$ cat config.mk
export PLATFORM = sky130hd
export DESIGN_NAME = mem_bank_pwr_ctrl
export DESIGN_NICKNAME = d
export VERILOG_FILES = /design/src/rtl/mem_pwr_pkg.sv /design/src/rtl/pwr_ack_sync.sv /design/src/rtl/mem_bank_pwr_ctrl.sv
export SDC_FILE = /design/constraint.sdc
export NUM_CORES = 1
export LEC_CHECK = 0
export CAP_MARGIN = 0
export CORE_ASPECT_RATIO = 1.4
export CORE_MARGIN = 5
export CORE_UTILIZATION = 49
export DETAILED_ROUTE_END_ITERATION = 8
export PLACE_DENSITY = 0.82
export SLEW_MARGIN = 0
export SYNTH_ARGS = -nofsm -noshare
export SYNTH_HDL_FRONTEND = slang
export SYNTH_SLANG_ARGS = --single-unit
$ cat constraint.sdc
create_clock -name clk_i -period 2.4 [get_ports clk_i]
set_input_delay 0.48 -clock clk_i [delete_from_list [all_inputs] [get_ports clk_i]]
set_output_delay 0.48 -clock clk_i [all_outputs]
set_load 0.005 [all_outputs]
$ cat src/rtl/mem_pwr_pkg.sv
// Shared definitions for the memory-bank power sequencer.
//   mem_pwr_state_e : sequencer FSM states
//   *_DEF           : default delay / timeout parameters
//   max3            : helper for sizing the internal counter
package mem_pwr_pkg;

  typedef enum logic [3:0] {
    ST_ON,
    ST_CLK_OFF,
    ST_ISO_ON,
    ST_SW_OFF_WAIT,
    ST_OFF,
    ST_SW_ON_WAIT,
    ST_SETTLE,
    ST_ISO_OFF,
    ST_CLK_ON
  } mem_pwr_state_e;

  localparam int unsigned ISO_DELAY_DEF   = 2;
  localparam int unsigned SETTLE_DEF      = 4;
  localparam int unsigned ACK_TIMEOUT_DEF = 255;

  function automatic int unsigned max3(input int unsigned a, input int unsigned b,
                                       input int unsigned c);
    int unsigned m;
    m = (a > b) ? a : b;
    return (m > c) ? m : c;
  endfunction

endpackage

$ cat src/rtl/pwr_ack_sync.sv
// Two-flop synchronizer for the power-switch acknowledge.
//   clk_i  : clock
//   rst_ni : synchronous active-low reset, both flops cleared to 0
//   d_i    : asynchronous input
//   q_o    : synchronized output
module pwr_ack_sync (
  input  logic clk_i,
  input  logic rst_ni,
  input  logic d_i,
  output logic q_o
);

  logic meta_q;

  always_ff @(posedge clk_i) begin
    if (!rst_ni) begin
      meta_q <= 1'b0;
      q_o    <= 1'b0;
    end else begin
      meta_q <= d_i;
      q_o    <= meta_q;
    end
  end

endmodule

$ cat src/rtl/mem_bank_pwr_ctrl.sv
// Power-switch sequencer for one memory bank.
//   clk_i, rst_ni  : clock, synchronous active-low reset
//   pwr_off_i      : level request (1 = bank off)
//   err_clr_i      : pulse clearing timeout_err_o
//   switch_ctrl_o  : switch control (1 = supply disconnected)
//   switch_ack_i   : asynchronous switch acknowledge
//   iso_o          : bank output isolation
//   mem_clk_en_o   : bank clock enable
//   mem_ready_o    : bank powered, de-isolated and clocked
//   off_o          : bank fully off
//   busy_o         : sequence in progress
//   timeout_err_o  : sticky acknowledge-timeout flag
module mem_bank_pwr_ctrl
  import mem_pwr_pkg::*;
#(
  parameter int unsigned ISO_DELAY     = ISO_DELAY_DEF,
  parameter int unsigned SETTLE_CYCLES = SETTLE_DEF,
  parameter int unsigned ACK_TIMEOUT   = ACK_TIMEOUT_DEF
) (
  input  logic clk_i,
  input  logic rst_ni,
  input  logic pwr_off_i,
  input  logic err_clr_i,
  output logic switch_ctrl_o,
  input  logic switch_ack_i,
  output logic iso_o,
  output logic mem_clk_en_o,
  output logic mem_ready_o,
  output logic off_o,
  output logic busy_o,
  output logic timeout_err_o
);

  localparam int unsigned CNT_W = $clog2(max3(ISO_DELAY, SETTLE_CYCLES, ACK_TIMEOUT)) + 1;

  localparam logic [CNT_W-1:0] ISO_LAST    = CNT_W'(ISO_DELAY - 1);
  localparam logic [CNT_W-1:0] SETTLE_LAST = CNT_W'(SETTLE_CYCLES - 1);
  localparam logic [CNT_W-1:0] ACK_LAST    = CNT_W'(ACK_TIMEOUT - 1);

  mem_pwr_state_e   state_q, state_d;
  logic [CNT_W-1:0] cnt_q, cnt_d, cnt_inc;
  logic             ack_s;
  logic             tout;
  logic             sw_d, iso_d, clk_en_d, ready_d, off_d, busy_d;

  pwr_ack_sync u_ack_sync (
    .clk_i  (clk_i),
    .rst_ni (rst_ni),
    .d_i    (switch_ack_i),
    .q_o    (ack_s)
  );

  always_comb begin
    state_d = state_q;
    tout    = 1'b0;
    cnt_inc = (cnt_q == '1) ? cnt_q : cnt_q + 1'b1;
    unique case (state_q)
      ST_ON:          if (pwr_off_i) state_d = ST_CLK_OFF;
      ST_CLK_OFF:     state_d = ST_ISO_ON;
      ST_ISO_ON:      if (cnt_q == ISO_LAST) state_d = ST_SW_OFF_WAIT;
      ST_SW_OFF_WAIT: begin
        if (ack_s) begin
          state_d = ST_OFF;
        end else if (cnt_q == ACK_LAST) begin
          state_d = ST_OFF;
          tout    = 1'b1;
        end
      end
      ST_OFF:         if (!pwr_off_i) state_d = ST_SW_ON_WAIT;
      ST_SW_ON_WAIT: begin
        if (!ack_s) begin
          state_d = ST_SETTLE;
        end else if (cnt_q == ACK_LAST) begin
          state_d = ST_SETTLE;
          tout    = 1'b1;
        end
      end
      ST_SETTLE:      if (cnt_q == SETTLE_LAST) state_d = ST_ISO_OFF;
      ST_ISO_OFF:     state_d = ST_CLK_ON;
      ST_CLK_ON:      state_d = ST_ON;
      default:        state_d = ST_ON;
    endcase
    // Every state entry restarts the count, so all delays are measured from entry.
    cnt_d = (state_d != state_q) ? '0 : cnt_inc;
  end

  // Outputs are decoded from the next state and registered alongside it, so
  // they change on the same edge as the state itself.
  always_comb begin
    sw_d     = 1'b0;
    iso_d    = 1'b0;
    clk_en_d = 1'b0;
    ready_d  = 1'b0;
    off_d    = 1'b0;
    busy_d   = 1'b1;
    unique case (state_d)
      ST_ON:          begin clk_en_d = 1'b1; ready_d = 1'b1; busy_d = 1'b0; end
      ST_CLK_OFF:     ;
      ST_ISO_ON:      iso_d = 1'b1;
      ST_SW_OFF_WAIT: begin sw_d = 1'b1; iso_d = 1'b1; end
      ST_OFF:         begin sw_d = 1'b1; iso_d = 1'b1; off_d = 1'b1; busy_d = 1'b0; end
      ST_SW_ON_WAIT:  iso_d = 1'b1;
      ST_SETTLE:      iso_d = 1'b1;
      ST_ISO_OFF:     ;
      ST_CLK_ON:      clk_en_d = 1'b1;
      default:        ;
    endcase
  end

  always_ff @(posedge clk_i) begin
    if (!rst_ni) begin
      state_q       <= ST_ON;
      cnt_q         <= '0;
      switch_ctrl_o <= 1'b0;
      iso_o         <= 1'b0;
      mem_clk_en_o  <= 1'b1;
      mem_ready_o   <= 1'b1;
      off_o         <= 1'b0;
      busy_o        <= 1'b0;
      timeout_err_o <= 1'b0;
    end else begin
      state_q       <= state_d;
      cnt_q         <= cnt_d;
      switch_ctrl_o <= sw_d;
      iso_o         <= iso_d;
      mem_clk_en_o  <= clk_en_d;
      mem_ready_o   <= ready_d;
      off_o         <= off_d;
      busy_o        <= busy_d;
      timeout_err_o <= tout | (timeout_err_o & ~err_clr_i);
    end
  end

endmodule

Word-level counts from Yosys, hierarchy flattened
Index checks and enable logic that the tools add are counted.
{"block": "totals", "regBits": 22, "input_bits": 5, "wordCells": 60, "output_inout_bits": 7}
{"block": "classes", "n_eq_ne": 18, "reduce_logical": 7, "n_addsub": 1, "muxes": 19, "n_bitwise": 4}
{"operator": "4-bit two-way mux", "n": 8}
{"operator": "4-bit case mux with 8 select lines", "n": 1}
{"operator": "4-bit by 3-bit == test with 1-bit output, second input constant", "n": 7}
{"operator": "4-bit by 2-bit == test with 1-bit output, second input constant", "n": 4}
{"operator": "9-bit by 1-bit adder with 9-bit output, second input constant", "n": 1}
{"operator": "9-bit by 1-bit == test with 1-bit output, second input constant", "n": 1}
{"operator": "9-bit by 2-bit == test with 1-bit output, second input constant", "n": 1}
{"operator": "9-bit by 8-bit == test with 1-bit output, second input constant", "n": 1}
{"operator": "9-bit == test, second input constant", "n": 1}
{"operator": "1-bit two-way mux", "n": 9}
{"operator": "4-bit zero test", "n": 2}
{"operator": "2-bit OR reduction", "n": 4}
{"operator": "5-bit OR reduction", "n": 1}
{"operator": "4-bit by 1-bit == test with 1-bit output, second input constant", "n": 1}
{"operator": "4-bit == test, second input constant", "n": 1}
{"operator": "4-bit != test", "n": 1}
{"operator": "1-bit NOT", "n": 2}
{"operator": "1-bit case mux with 2 select lines", "n": 1}
{"operator": "1-bit AND", "n": 1}
{"operator": "1-bit bitwise OR", "n": 1}

Logic depth before layout (Yosys ltp)
Gate-level depths: netlist of run 1.
{"block": "depth", "ltp_word": 7, "ltp_mapped": 9, "mapped_depth_nobuf": 9}

By module
A second synthesis of run 1 with hierarchy kept.
{"block": "hier_totals", "cells_unflattened": 111, "area_unflattened_um2": 1073.5}
{"module": "mem_bank_pwr_ctrl", "seq_area_each_um2": 400.4, "cells_each": 107, "instances": 1, "area_per_inst_um2": 1021.0}
{"module": "pwr_ack_sync", "seq_area_each_um2": 40.0, "cells_each": 4, "instances": 1, "area_per_inst_um2": 52.6}

Worst setup path after synthesis of run 1
OpenSTA, ideal clock, no wires.
{"block": "synth_path", "kind": "register to register", "startpoint": "register cnt_q[0]", "endpoint": "register cnt_q[6]", "setup_time_ps": 115, "period_less_slack_ps": 1700, "required_time_ps": 2285, "path_slack_ps": 700, "t_arrival_ps": 1585, "n_path_buf": 0, "path_stages_with_launch": 10, "cell_sequence": "dfxtp_1 > ha_1 > nand3_1 > nor2_1 > ha_1 > nor2b_1 > and3_1 > nand3_1 > xor2_1 > nor2_2"}
{"block": "synth_via", "elab_chain_cells": 6, "word_cells_on_any_way": 14, "cone_classes": "1 x add/sub; 5 x eq/ne; 7 x mux; 1 x reduce/logical"}
{"item": "from (decl)", "line": "mem_bank_pwr_ctrl.sv:41", "rtl": "logic [CNT_W-1:0] cnt_q, cnt_d, cnt_inc;"}
{"item": "from (signal assigned)", "line": "mem_bank_pwr_ctrl.sv:123", "rtl": "cnt_q <= cnt_d;"}
{"item": "9-bit by 8-bit == test with 1-bit output", "line": "mem_bank_pwr_ctrl.sv:64, mem_bank_pwr_ctrl.sv:73"}
{"item": "4-bit two-way mux, on equally long branches", "line": "mem_bank_pwr_ctrl.sv:73, mem_bank_pwr_ctrl.sv:64"}
{"item": "4-bit two-way mux, on equally long branches", "line": "mem_bank_pwr_ctrl.sv:71, mem_bank_pwr_ctrl.sv:62"}
{"item": "4-bit case mux with 8 select lines", "line": "mem_bank_pwr_ctrl.sv:57", "rtl": "unique case (state_q)"}
{"item": "4-bit != test", "line": "mem_bank_pwr_ctrl.sv:84", "rtl": "cnt_d = (state_d != state_q) ? '0 : cnt_inc;"}
{"item": "2-bit OR reduction (no line)"}
Parallel ways exist; a longest one is shown, timed or not.
A chain may end at the register's enable or synchronous reset.

Worst setup path after layout of run 1
{"block": "layout_path", "startpoint": "register cnt_q[0]", "endpoint": "register cnt_q[7]"}
The elaborated chain is that of the path after synthesis.

==> key figures, run 1 <==
Detailed routing
  – Metal3 WL: 55 µm
  – Iteration-0 DRC Markers: 17
  – Top sig layer: met4
  – Routed vias: 910
  – Met1 WL: 884 µm
  – DRT antenna net count: 0
  – Routed Wire Length: 2.117 mm
  – DR DRC count: 0
  – DR vias/cell: 5.759
  – TritonRoute pass-1 iters: 4
  – Post-DR wirelength/cell: 13.40 µm
  – Met2 WL post-DR: 1.108 mm

Clocking
  – CTS tree: built
  – Clock Latency Late Sink: 0.30 ns
  – Clock Sinks: 22
  – Hold Buf Count CTS: 0
  – CTS Buffer Depth: 2
  – Post-CTS Repair Setup Buffers: 0
  – Clk root buf: clkbuf_4
  – CTS clk-pin slew, worst paths: 0.12 ns
  – H-tree Lvls: 1
  – Cts repair resizes: 0
  – Num CTS Buffers: 3

STA
  – Peak Freq: 520.2 MHz
  – Rel. slew slack: 0.6938
  – Final period demand of the worst path: 1.923 ns
  – Setup_tns: 0 ns
  – Fin Clk Skew: 0.001083 ns
  – Final setup vio count: 0
  – Fin. Hold Viols: 0
  – Worst slew pin tran: 0.4551 ns
  – Period utilization: 0.8010
  – Slew Limit Fails: 0
  – Unrepaired setup endpoints after global routing: no

Synthesis
  – Synth Instances: 124
  – Ys flop type: dfxtp_1
  – EDFF count, synth: 0
  – Post-synthesis cell area: 0.001142 mm²
  – Synth unique cells: 45
  – Yosys warning count: 0
  – Synthesized area per cell: 9.212 µm²
  – Async S/R FF share, synth: 0
  – Top cells by area, synth: dfxtp_1 39%, xnor2_1 4.6%, ha_1 4.4%
  – Post-synth top area share: 0.3855
  – Number of synthesized register bits: 22
  – Top cell type by total area after synthesis: dfxtp_1
  – Synth Net Count: 133
  – Sequential-to-total area share from yosys stat: 0.3855

Die
  – Num ports: 12
  – Die height: 67.13 µm
  – Std-Cell Rows: 20
  – Initial core utilization: 0.5188
  – Die area: 0.003411 mm²
  – DIE WIDTH: 50.81 µm
  – Core Area: 0.002202 mm²

GRT
  – Initial antenna violation count: 0
  – First-pass GRT wire length: 3.732 mm
  – Largest net degree at the start of global routing: 14
  – GRT overflow: 0
  – Vias in the first global route: 862
  – Gr usage total: 0.1399

Setup path
  – Worst setup path class: reg -> reg
  – Worst r2r path cells: 9
  – Crit path required time: 2.61 ns
  – Crit path arrival time: 2.13 ns
  – Crit Path Max Fanout: 6
  – Worst Setup Start Kind: flip-flop
  – CP Capture Type: flip-flop

Power and ir drop
  – Clock Power Share: 0.355
  – Leakage power: 0.0005280 µW
  – Cell Pwr Density: 599.3 mW/mm²
  – Switching Power: 175.5 µW
  – Seq pwr share: 0.510
  – Maximum vdd drop: 338.7 µV
  – Switching share of power: 0.2233
  – Power Internal: 610.3 µW
  – Combinational share of power: 0.135

Placement
  – Port Buffer Count: 11
  – Post-Place Cells: 154
  – Area after DPL: 0.001259 mm²
  – RePlAce Congestion: 0.8438
  – DP HPWL: 1.599 mm

Final layout
  – Final Util: 0.5955
  – Commonest non-fill, non-tap cell in the layout: dfxtp_1
  – Most frequent cells in the layout: 22 x dfxtp_1, 11 x clkdlybuf4s50_1, 8 x nor2_2, 7 x nand2_1
  – Final #Nets: 146
  – Multi-input gate area: 643.1 µm²
  – Layout cells sized above 1: 0.1691
  – Design Area, Final: 0.001311 mm²
  – Fill cells: 197
  – Reg area: 440.4 µm²
  – Synth-to-Final Area Change: 14.79%
  – Inserted Diodes: 0
  – Finished Layout Cells: 158

Job
  – Max-cap violations: 0

Worst hold path
  – Min-Delay Path Class: reg -> reg
  – Hold depth: 1

Run status
  – Status: complete, no violations
-- power groups by stage --
stage / combinational [µW] / sequential, µW / clock [µW]
floorplan: 75.7 / 400 / 0
global placement: 104 / 407 / 0
detailed placement: 108 / 409 / 0
CTS: 108 / 400 / 285
global route: 119 / 404 / 305
finish: 106 / 401 / 279
-- critical path, stage by stage (launching register included) --
cell and delay [ns]:
dfxtp_1 0.37, ha_1 0.26, nand3_1 0.10, nor2_1 0.05, ha_1 0.26, nor2b_1 0.19, nand3_1 0.16, nor3_1 0.22
xnor2_1 0.17, nor2_2 0.04
-- final cells by class --
cell class              instances  area share
clock buffers                   3     0.01718
clock inverters                 1     0.02290
inverters                       6     0.01718
multi-input cells              91      0.4905
flip-flops and latches         22      0.3359
well taps                      22     0.02099
repair buffers                 13     0.09542
-- logic make-up after synthesis --
logic type	synth area share
AOI/OAI and AO/OA	0.1139
muxes	0.02190
adders and majority gates	0.04381
and+or+nand+nor	0.3144
xor gates and xnor gates	0.06901
DFF	0.3855
buffers and inverters	0.05147
-- sequential cells by signal, indices dropped and copies added, names as in the netlist --
name and cells:
u_ack_sync.q_o 1, switch_ctrl_o 1, mem_ready_o 1, u_ack_sync.meta_q 1, state_q 4, timeout_err_o 1, mem_clk_en_o 1, busy_o 1
iso_o 1, cnt_q 9, off_o 1
-- synth_stat cells, types with 2 or more instances --
cell	count
buf_2	2
nand4_2	2
dfxtp_1	22
and2_1	5
nor2b_1	4
inv_1	6
nor3_1	2
xnor2_1	6
nand3b_1	2
o221ai_1	2
or2_1	3
buf_6	2
nand3_1	4
nand2_1	7
ha_1	4
nor2_2	8
o22ai_1	3
nor2_1	6
xor2_1	3
a21oi_1	3
and3_1	2
o21ai_1	3
-- per-stage QoR --
stage	worst slack [ns]	total power, µW	hold WS [ns]
floorplan	0.6998	476.1	0.4119
global placement	0.3532	511.5	0.4179
detailed placement	0.3090	516.1	0.4264
CTS	0.4348	793.1	0.4559
global route	0.2562	828.7	0.4714
finish	0.4775	785.8	0.4477
-- final timing paths --
kind	start	slack (ns)	to
setup / recovery	cnt_q[0]	0.48	cnt_q[7]
hold reg to reg	u_ack_sync.meta_q	0.45	u_ack_sync.q_o
hold / removal	u_ack_sync.meta_q	0.45	u_ack_sync.q_o
setup reg to reg	cnt_q[0]	0.48	cnt_q[7]
-- metal layers --
layer | vias up | GRT usage
li1 | 451 | -
met1 | 433 | 0.1655
met2 | 17 | 0.2314
met3 | 9 | 0.02870
met4 | 0 | 0.07987
met5 | - | 0
Power figures use the tool's default switching activity.
==> run 2: changes to the inputs <==
clock period = 1.8 ns   (was 2.4 ns; I/O delays follow)
==> run 2 against run 1 <==
  * Wire length increased by 7.2%
  * Clock power increased by 37%
  * Critical endpoint is now cnt_q[3]
  * Largest power group unchanged
  * Worst setup slack got worse by 0.44 ns
  * Non-clock buffer count is 6 higher
  * Utilization increased by 4.2 points
  * Fmax grew 9.1%
  * First-iteration DRC count increased by 35%
  * Sequential power grew 32%
==> key figures, run 2 (synthesis gave the netlist of run 1 again) <==
Run status
  – Status: complete, no violations

Die
  – Die area: 0.003411 mm²
  – Std-Cell Rows: 20
  – DIE WIDTH: 50.81 µm
  – Die height: 67.13 µm
  – Initial core utilization: 0.5188
  – Core Area: 0.002202 mm²
  – Num ports: 12

Power and ir drop
  – Leakage power: 0.0005636 µW
  – Combinational share of power: 0.156
  – Seq pwr share: 0.490
  – Power Internal: 833.7 µW
  – Switching Power: 249.8 µW
  – Maximum vdd drop: 572.6 µV
  – Clock Power Share: 0.354
  – Cell Pwr Density: 771.8 mW/mm²
  – Switching share of power: 0.2305

GRT
  – Gr usage total: 0.1349
  – Vias in the first global route: 902
  – Initial antenna violation count: 0
  – Largest net degree at the start of global routing: 14
  – GRT overflow: 0
  – First-pass GRT wire length: 3.615 mm

Setup path
  – Crit Path Max Fanout: 9
  – CP Capture Type: flip-flop
  – Reg-to-Reg Start: cnt_q[0]
  – Crit path required time: 2.06 ns
  – Worst Setup Start Kind: flip-flop
  – Crit-path leading delay family: simple AND/OR/NAND/NOR gates
  – Worst path bufs/invs: 2
  – R2r setup slk: 0.04 ns
  – Crit path arrival time: 2.02 ns
  – CP Cell Sequence: inv_1 > ha_1 > nand4b_1 > o21ai_1 > or2_1 > a221o_1 > buf_12 > nor2_2
  – Slowest Stage Delay on Critical Path: 0.41 ns
  – Reg-to-reg endpoint: cnt_q[3]
  – Worst r2r path cells: 8
  – Worst setup path class: reg -> reg
  – CP max stage cell: dfxtp_2

Final layout
  – Inserted Diodes: 0
  – Reg area: 446.7 µm²
  – Largest register FFs: 9
  – Final Util: 0.6375
  – Final #Nets: 152
  – Most frequent cells in the layout: 19 x dfxtp_1, 11 x clkdlybuf4s50_1, 8 x nor2_2, 7 x nand2_1, 7 x buf_4
  – Synth-to-Final Area Change: 22.89%
  – Multi-input gate area: 671.9 µm²
  – Largest registers: cnt_q: 9 flops, state_q: 4 flops
  – Top reg by flops: cnt_q
  – Fill cells: 186
  – Commonest non-fill, non-tap cell in the layout: dfxtp_1
  – Design Area, Final: 0.001404 mm²
  – Layout cells sized above 1: 0.2746

Clocking
  – H-tree Lvls: 1
  – Clk root buf: clkbuf_4
  – Clock Latency Late Sink: 0.32 ns
  – Num CTS Buffers: 3
  – CTS Buffer Depth: 2
  – CTS clk-pin slew, worst paths: 0.13 ns
  – CTS tree: built
  – Clock Sinks: 22
  – Post-CTS Repair Setup Buffers: 0

STA
  – Peak Freq: 567.3 MHz
  – Worst slew pin tran: 0.4724 ns
  – Final setup vio count: 0
  – Period utilization: 0.9794
  – Slew Limit Fails: 0
  – Rel. slew slack: 0.6822
  – Fin Clk Skew: 0.01184 ns
  – Unrepaired setup endpoints after global routing: yes
  – Final period demand of the worst path: 1.763 ns
  – Fin. Hold Viols: 0
  – Final WS setup: 0.03712 ns

Worst hold path
  – Hold path endpoint: u_ack_sync.q_o
  – Min-Delay Path Class: reg -> reg
  – Hold depth: 1
  – Worst Min Path Start: u_ack_sync.meta_q

Placement
  – Setup WS pre-CTS: -0.1505 ns
  – RePlAce Congestion: 0.8871
  – DP HPWL: 1.679 mm
  – Port Buffer Count: 11
  – Area after DPL: 0.001316 mm²

Detailed routing
  – Iteration-0 DRC Markers: 23
  – DR DRC count: 0
  – TritonRoute pass-1 iters: 4
  – Routed vias: 950
  – DR vias/cell: 5.793
  – Routed Wire Length: 2.270 mm
  – Post-DR wirelength/cell: 13.84 µm
  – DRT antenna net count: 0

Job
  – Max-cap violations: 0
[run 2: cell type report]
cell class / count / share of cell area
Clock buffer: 3 / 0.01604
Clock inverter: 1 / 0.02139
Inverter: 6 / 0.01604
Multi-Input combinational cell: 91 / 0.4786
Sequential cell: 22 / 0.3182
Tap cell: 22 / 0.01961
Timing Repair Buffer: 19 / 0.1301
[run 2: per-layer routing]
metal,wire length [µm],vias up,GRT usage,share of wire
li1,-,466,-,-
met1,891,443,0.1462,0.39
met2,1219,26,0.2453,0.54
met3,81,15,0.02649,0.036
met4,77,0,0.06390,0.034
met5,0,-,0,0
[run 2: per-stage QoR]
step                total power, µW  std cells  setup TNS [ns]  hold WS, ns
global placement              698.2        160          -1.078       0.4251
detailed placement            704.3        160          -1.385       0.4328
floorplan                     634.8        124               0       0.4119
finish                         1083        164               0       0.4568
global route                   1136        164         -0.3017       0.4733
CTS                            1080        164               0       0.4634
[run 2: what timing repair did]
| item | CTS | global route |
|---|---|---|
| hold buffers | 0 | 0 |
| pin swaps | 1 | 0 |
| resized for setup | 2 | 9 |
| endpoints found under the setup margin | 4 | 12 |
[run 2: how the worst max path moves through the flow]
stage	start	to	slack (ns)	depth (start not counted)
3_3_place_gp	pwr_off_i	switch_ctrl_o	-0.12	6
3_5_place_dp	pwr_off_i	switch_ctrl_o	-0.15	6
5_1_grt	cnt_q[0]	busy_o	-0.07	8
4_1_cts	cnt_q[0]	busy_o	0.002	8
6_report	cnt_q[0]	cnt_q[3]	0.04	8
2_1_floorplan	cnt_q[0]	cnt_q[6]	0.1	9
[run 2: power groups by stage]
stage / logic [µW] / clock network, µW / registers, µW
finish: 170 / 383 / 531
global route: 186 / 414 / 536
CTS: 164 / 386 / 531
detailed placement: 163 / 0 / 542
global placement: 158 / 0 / 540
floorplan: 101 / 0 / 534
[run 2: worst reg2reg max path: stages (launching register included)]
cell	delay, ns
dfxtp_2	0.41
inv_1	0.06
ha_1	0.20
nand4b_1	0.12
o21ai_1	0.10
or2_1	0.23
a221o_1	0.33
buf_12	0.16
nor2_2	0.10
==> run 3: changes to the inputs <==
SLEW_MARGIN = unset   (was 0)
==> results of run 3 <==
Final layout, timing and power as in run 2 (identical DEF).
